[src/rtl/spi_xfer_seq_pkg.sv]
// Shared types and helpers for the SPI register-access sequencer.
package spi_xfer_seq_pkg;

  typedef enum logic [2:0] {
    ST_IDLE,
    ST_SETUP,
    ST_XFER,
    ST_GAP,
    ST_HOLD,
    ST_FIN
  } state_e;

  localparam int         CMD_RD_BIT    = 7;
  localparam logic [7:0] DUMMY_RD_BYTE = 8'h00;

  function automatic logic [7:0] cmd_byte(input logic rd, input logic [6:0] addr);
    logic [7:0] b;
    b             = '0;
    b[6:0]        = addr;
    b[CMD_RD_BIT] = rd;
    return b;
  endfunction

  // Requested length 0 means one byte; anything above the payload buffer is clamped.
  function automatic int eff_len(input int len, input int max_b);
    if (len == 0) return 1;
    if (len > max_b) return max_b;
    return len;
  endfunction

  function automatic int max3(input int a, input int b, input int c);
    int m;
    m = (a > b) ? a : b;
    return (m > c) ? m : c;
  endfunction

endpackage

[src/rtl/spi_xfer_seq_cycle_cnt.sv]
// Loadable down-counter with zero flag; holds at zero.
module spi_xfer_seq_cycle_cnt #(
  parameter int W = 8
) (
  input  logic         clk_i,
  input  logic         rst_i,
  input  logic         load_i,
  input  logic [W-1:0] load_val_i,
  input  logic         dec_i,
  output logic         zero_o
);

  logic [W-1:0] cnt_q, cnt_d;

  always_comb begin
    cnt_d = cnt_q;
    if (load_i)                   cnt_d = load_val_i;
    else if (dec_i && cnt_q != '0) cnt_d = cnt_q - 1'b1;
  end

  always_ff @(posedge clk_i) begin
    if (rst_i) cnt_q <= '0;
    else       cnt_q <= cnt_d;
  end

  assign zero_o = (cnt_q == '0);

endmodule

[src/rtl/spi_xfer_seq.sv]
// Register-access transaction sequencer in front of a byte-wide SPI master:
// command byte + payload bytes under one chip select, one done pulse at the end.
module spi_xfer_seq
  import spi_xfer_seq_pkg::*;
#(
  parameter int MAX_BYTES = 4,
  parameter int CS_SETUP  = 4,
  parameter int CS_HOLD   = 4,
  parameter int TIMEOUT   = 256
) (
  input  logic                   clk_i,
  input  logic                   rst_i,
  input  logic                   req_i,
  input  logic                   req_rd_i,
  input  logic [6:0]             req_addr_i,
  input  logic [2:0]             req_len_i,
  input  logic [8*MAX_BYTES-1:0] wr_data_i,
  output logic [8*MAX_BYTES-1:0] rd_data_o,
  output logic                   done_o,
  output logic                   err_o,
  output logic                   busy_o,
  output logic                   cs_n_o,
  output logic                   spi_start_o,
  output logic [7:0]             spi_data_in_o,
  input  logic [7:0]             spi_data_out_i,
  input  logic                   spi_new_data_i,
  input  logic                   spi_busy_i
);

  localparam int IW      = $clog2(MAX_BYTES + 1);
  localparam int CNT_MAX = max3(CS_SETUP, CS_HOLD, TIMEOUT);
  localparam int CW      = $clog2(CNT_MAX + 1);

  state_e                      state_q;
  logic                        rd_q;
  logic [6:0]                  addr_q;
  logic [IW-1:0]               len_q, idx_q;
  logic [MAX_BYTES-1:0][7:0]   wr_q, rd_data_q;
  logic                        cs_n_q, start_q, done_q, err_q, busy_q;
  logic [7:0]                  data_in_q;

  logic                        cnt_load, cnt_dec, cnt_zero;
  logic [CW-1:0]               cnt_val;
  logic [7:0]                  wr_byte;

  // Setup, hold and per-byte timeout never overlap, so one counter serves all three.
  spi_xfer_seq_cycle_cnt #(.W(CW)) u_cnt (
    .clk_i      (clk_i),
    .rst_i      (rst_i),
    .load_i     (cnt_load),
    .load_val_i (cnt_val),
    .dec_i      (cnt_dec),
    .zero_o     (cnt_zero)
  );

  always_comb begin
    cnt_load = 1'b0;
    cnt_dec  = 1'b0;
    cnt_val  = '0;
    unique case (state_q)
      ST_IDLE: if (req_i) begin
        cnt_load = 1'b1;
        cnt_val  = CW'(CS_SETUP - 1);
      end
      ST_SETUP: if (cnt_zero) begin
        cnt_load = 1'b1;
        cnt_val  = CW'(TIMEOUT - 1);
      end else begin
        cnt_dec = 1'b1;
      end
      ST_XFER: if (!spi_new_data_i) begin
        if (cnt_zero) begin
          cnt_load = 1'b1;
          cnt_val  = CW'(CS_HOLD - 1);
        end else begin
          cnt_dec = 1'b1;
        end
      end
      ST_GAP: if (!spi_busy_i) begin
        cnt_load = 1'b1;
        cnt_val  = (idx_q == len_q) ? CW'(CS_HOLD - 1) : CW'(TIMEOUT - 1);
      end
      ST_HOLD: cnt_dec = !cnt_zero;
      default: ;
    endcase
  end

  // Payload byte for the next wire byte: wire byte idx+1 carries payload byte idx.
  always_comb begin
    wr_byte = '0;
    for (int b = 0; b < MAX_BYTES; b++)
      if (idx_q == IW'(b)) wr_byte = wr_q[b];
  end

  always_ff @(posedge clk_i) begin
    if (rst_i) begin
      state_q   <= ST_IDLE;
      rd_q      <= 1'b0;
      addr_q    <= '0;
      len_q     <= '0;
      idx_q     <= '0;
      wr_q      <= '0;
      rd_data_q <= '0;
      cs_n_q    <= 1'b1;
      start_q   <= 1'b0;
      data_in_q <= '0;
      done_q    <= 1'b0;
      err_q     <= 1'b0;
      busy_q    <= 1'b0;
    end else begin
      done_q <= 1'b0;
      unique case (state_q)
        ST_IDLE: if (req_i) begin
          rd_q      <= req_rd_i;
          addr_q    <= req_addr_i;
          len_q     <= IW'(eff_len(int'(req_len_i), MAX_BYTES));
          wr_q      <= wr_data_i;
          rd_data_q <= '0;
          err_q     <= 1'b0;
          cs_n_q    <= 1'b0;
          busy_q    <= 1'b1;
          state_q   <= ST_SETUP;
        end
        ST_SETUP: if (cnt_zero) begin
          idx_q     <= '0;
          start_q   <= 1'b1;
          data_in_q <= cmd_byte(rd_q, addr_q);
          state_q   <= ST_XFER;
        end
        ST_XFER: begin
          if (spi_new_data_i) begin
            // Response to the command byte (idx 0) is discarded.
            if (rd_q)
              for (int b = 0; b < MAX_BYTES; b++)
                if (idx_q == IW'(b + 1)) rd_data_q[b] <= spi_data_out_i;
            start_q <= 1'b0;
            state_q <= ST_GAP;
          end else if (cnt_zero) begin
            err_q   <= 1'b1;
            start_q <= 1'b0;
            state_q <= ST_HOLD;
          end
        end
        ST_GAP: if (!spi_busy_i) begin
          if (idx_q == len_q) begin
            state_q <= ST_HOLD;
          end else begin
            idx_q     <= idx_q + 1'b1;
            start_q   <= 1'b1;
            data_in_q <= rd_q ? DUMMY_RD_BYTE : wr_byte;
            state_q   <= ST_XFER;
          end
        end
        ST_HOLD: if (cnt_zero) begin
          cs_n_q  <= 1'b1;
          done_q  <= 1'b1;
          state_q <= ST_FIN;
        end
        ST_FIN: begin
          busy_q  <= 1'b0;
          state_q <= ST_IDLE;
        end
        default: state_q <= ST_IDLE;
      endcase
    end
  end

  assign rd_data_o     = rd_data_q;
  assign done_o        = done_q;
  assign err_o         = err_q;
  assign busy_o        = busy_q;
  assign cs_n_o        = cs_n_q;
  assign spi_start_o   = start_q;
  assign spi_data_in_o = data_in_q;

endmodule

[config.mk]
export PLATFORM = sky130hd
export DESIGN_NAME = spi_xfer_seq
export DESIGN_NICKNAME = d
export VERILOG_FILES = /design/src/rtl/spi_xfer_seq_pkg.sv /design/src/rtl/spi_xfer_seq_cycle_cnt.sv /design/src/rtl/spi_xfer_seq.sv
export SDC_FILE = /design/constraint.sdc
export NUM_CORES = 1
export LEC_CHECK = 0
export ABC_AREA = 1
export CORE_ASPECT_RATIO = 1.2
export CORE_UTILIZATION = 55
export DETAILED_ROUTE_END_ITERATION = 6
export GPL_ROUTABILITY_DRIVEN = 0
export PLACE_DENSITY = 0.85
export RECOVER_POWER = 25
export SKIP_LAST_GASP = 1
export SLEW_MARGIN = 0
export SYNTH_ARGS = -nofsm -noshare
export SYNTH_HDL_FRONTEND = slang
export SYNTH_SLANG_ARGS = --single-unit
[constraint.sdc]
create_clock -name clk_i -period 3.1 [get_ports clk_i]
set_input_delay 0.31 -clock clk_i [delete_from_list [all_inputs] [get_ports clk_i]]
set_output_delay 0.31 -clock clk_i [all_outputs]
set_load 0.005 [all_outputs]
==> impl_metrics.yaml <==
timing:
  setup_violations: 0
  setup-tns-final_ns: 0
  final.hold.worst_slack_ns: 0.4495
  slew_headroom_pct: 37.16
  clock.fmax_mhz: 422.6
  final.min_clock_period_ns: 2.367
  final_max_slew_viol_count: 0
  finClkSkew_ns: 0.01493
  tightest_slew_ns: 0.9368
  hold_violation_total_from_the_final_report: 0
  rsz0062_at_grt: "false"
  final_cycle_utilization_of_the_critical_path_pct: 76.34
global_routing:
  antenna_found_initial: 0
  grt_start_max_net_pins: 49
  grt_pass1_vias: 4256
  grt_first_pass_wirelength_um: 19620
  grt-ovfl-total: 0
  global_route.usage.total_pct: 26.86
critical_path:
  timing.critical_path.required_ns: 3.37
  max_stage_delay_cell_worst_path: "sky130_fd_sc_hd__nand2_1"
  critical_path_class: "reg2reg"
  reg2reg_from: "u_cnt.cnt_q[0]$_SDFFE_PP0P_"
  slowest_delay_ns: 0.48
  path_cells: "inv_1 -> ha_1 -> nand3_1 -> nor2_1 -> nand2_1 -> nand2_1 -> inv_1 -> a21oi_1 -> nor2_1"
  critPathLaunchType: "register"
  worst-endpoint-arrival_ns: 2.64
  critPathCaptureType: "register"
  rr_worst_depth: 9
  crit_path_start: "u_cnt.cnt_q[0]$_SDFFE_PP0P_"
  timing.critical_path.fanout_max: 21
logic_synthesis:
  synth-seq-area-share_pct: 43.37
  synthSimpleGateAreaFrac_pct: 20.53
  synth_xor_area_share_pct: 0.7368
  post-synth-top-area-fraction_pct: 43.37
  synth_top_family_by_area: "compound AO/OA/AOI/OAI gates"
  yosys_register_bits: 103
  synthMostInstantiatedCell: "sky130_fd_sc_hd__nand2_1"
  synth_top_flop_cell: "sky130_fd_sc_hd__dfxtp_1"
  muxShareOfSynthArea_pct: 0
  synth_compound_area_share_pct: 23.05
  cell_types_with_the_largest_area_share_after_synthesis: "sky130_fd_sc_hd__dfxtp_1, sky130_fd_sc_hd__a21oi_1, sky130_fd_sc_hd__nand2_1"
  net_count_after_synthesis: 720
  synth_area_mm2: 0.004755
  synth-edff-count: 0
  postSynth.asyncResetShare_pct: 0
  yosys-top-cells-count: "sky130_fd_sc_hd__nand2_1, sky130_fd_sc_hd__dfxtp_1, sky130_fd_sc_hd__a21oi_1, sky130_fd_sc_hd__o21ai_0, sky130_fd_sc_hd__inv_1"
  yosysWarningCount: 0
  postSynthCellCount: 657
  netlist.top_cell.by_area: "sky130_fd_sc_hd__dfxtp_1"
  postSynthAreaPerCell_um2: 7.237
  post_synthesis_cell_type_count: 31
  synthAdderAreaFrac_pct: 1.842
power:
  power.leakage_nw: 2.563
  cellPowerDensity_mw_per_mm2: 875.6
  ir_worst_vdd_mv: 0.4224
placed_design:
  portBuffers: 100
  dpl.hpwl_um: 8209
die:
  floorplan.die_area_mm2: 0.009022
  floorplan.initialDensity_pct: 57.68
  fp.coreArea_mm2: 0.008243
  die-width_um: 86.88
  ioPinCount: 101
  row_count: 36
  die_y_um: 103.9
cts:
  clock_sinks: 103
  cts-resized-gates: 0
  clock_insertion_delay_at_the_later_pin_of_the_skew_report_ns: 0.37
  clk_transition_reported_paths_ns: 0.11
  postCtsSetupBuffers: 0
  cts.root.buffer_cell: "sky130_fd_sc_hd__clkbuf_8"
  clock_tree_from_tritoncts: "built"
  cts-hold-fix-buffers: 0
  cts_made_buffers: 9
  clk_path_buf_depth: 2
  clock_tree.htree_level_count: 3
route:
  wirelength_um: 11760
  vias: 4645
  routed_wire_length_per_instance_um: 13.67
  drt-pass1-iter-count: 5
  route.antenna.remaining_nets: 0
  dr.first_iter.drc_count: 314
  vias_cell: 5.401
  detail_route.drc_violations: 0
min_path:
  class_of_the_tightest_hold_or_removal_check: "reg2reg"
  count_of_cells_along_the_worst_hold_path: 2
  timing.hold.worst.start: "wr_q[12]$_SDFFE_PP0P_"
cells_and_area:
  area_growth_pct: 25.84
  drive_gt1_share_pct: 6.434
  antenna-diode-count: 0
  finalNetCount: 804
run:
  drv.max_cap_violation_count: 0
outcome:
  outcome: "complete, no violations"
[critical path, delay by kind of cell (launching register included)]
| family | cells | cell delay, ns |
|---|---|---|
| and+or+nand+nor | 5 | 1.08 |
| buffers and inverters | 2 | 0.47 |
| AOI/OAI and AO/OA | 1 | 0.19 |
| adders and majority gates | 1 | 0.20 |
| DFF | 1 | 0.33 |
[cell type report]
class,count,area (um^2)
Inverter,86,322.8
Clock buffer,9,123.9
Tap cell,114,142.6
Multi-Input combinational cell,437,2185
Timing Repair Buffer,104,1044
Clock inverter,7,103.9
Sequential cell,103,2062
Fill cell,638,2260
[final timing paths]
kind	to	slack, ns
hold / removal	wr_q[12]$_SDFFE_PP0P_	0.45
setup / recovery	idx_q[0]$_SDFFE_PP0P_	0.73
hold reg to reg	wr_q[12]$_SDFFE_PP0P_	0.45
setup reg to reg	idx_q[0]$_SDFFE_PP0P_	0.73
[through the flow]
| stage | power [W] | cell area [um^2] | setup slack, ns | util, % | cells |
|---|---|---|---|---|---|
| 5_1_grt | 0.005631 | 5983 | 0.5137 | 72.59 | 860 |
| 3_3_place_gp | 0.004241 | 5766 | 0.8293 | 69.95 | 844 |
| 6_report | 0.005239 | 5983 | 0.7335 | 72.59 | 860 |
| 4_1_cts | 0.005282 | 5993 | 0.8355 | 72.71 | 860 |
| 3_5_place_dp | 0.004324 | 5766 | 0.7554 | 69.95 | 844 |
| 2_1_floorplan | 0.003618 | 4755 | 1.410 | - | 657 |
[registers in the layout, indices dropped and copies added, names as in the netlist, 3 cells and up]
signal / count
len_q: 3
addr_q: 7
spi_data_in_o: 8
state_q: 3
idx_q: 3
wr_q: 32
u_cnt.cnt_q: 9
rd_data_o: 32
[where the power goes]
part | total [W] | internal [W] | switching, W
combinational | 0.00237 | 0.000917 | 0.00145
clock | 0.000957 | 0.000465 | 0.000492
sequential | 0.00192 | 0.00170 | 0.000213
[metal layers]
metal	wire length, um	vias to the layer above	global-route usage [%]
li1	-	2308	-
met1	4914	2125	34.93
met2	5793	186	44.94
met3	773	26	3.492
met4	274	0	9.881
met5	0	-	0
[cells in the final DEF, fill, tap and decap left out, types with 3 or more instances in the layout]
cell type | Yosys | layout
sky130_fd_sc_hd__nand2_2 | 3 | 3
sky130_fd_sc_hd__dlygate4sd3_1 | 0 | 32
sky130_fd_sc_hd__a21oi_1 | 93 | 93
sky130_fd_sc_hd__xor2_1 | 3 | 3
sky130_fd_sc_hd__buf_4 | 3 | 3
sky130_fd_sc_hd__nand4_1 | 9 | 9
sky130_fd_sc_hd__nand2_1 | 117 | 117
sky130_fd_sc_hd__o21ai_1 | 6 | 6
sky130_fd_sc_hd__o211ai_1 | 8 | 8
sky130_fd_sc_hd__o21ai_2 | 5 | 5
sky130_fd_sc_hd__nor2_1 | 59 | 61
sky130_fd_sc_hd__inv_1 | 78 | 78
sky130_fd_sc_hd__ha_1 | 7 | 7
sky130_fd_sc_hd__dfxtp_1 | 103 | 103
sky130_fd_sc_hd__clkbuf_8 | 0 | 9
sky130_fd_sc_hd__clkdlybuf4s50_1 | 0 | 68
sky130_fd_sc_hd__nand3_2 | 4 | 4
sky130_fd_sc_hd__nand3_1 | 23 | 23
sky130_fd_sc_hd__o21ai_0 | 85 | 85
sky130_fd_sc_hd__inv_2 | 6 | 6
[kinds of logic after synthesis]
logic type / count (synthesis)
simple gates: 223
xor+xnor: 4
fa+ha+maj: 7
flops: 103
compound gates: 203
buf+inv: 117
Power figures use the tool's default switching activity.
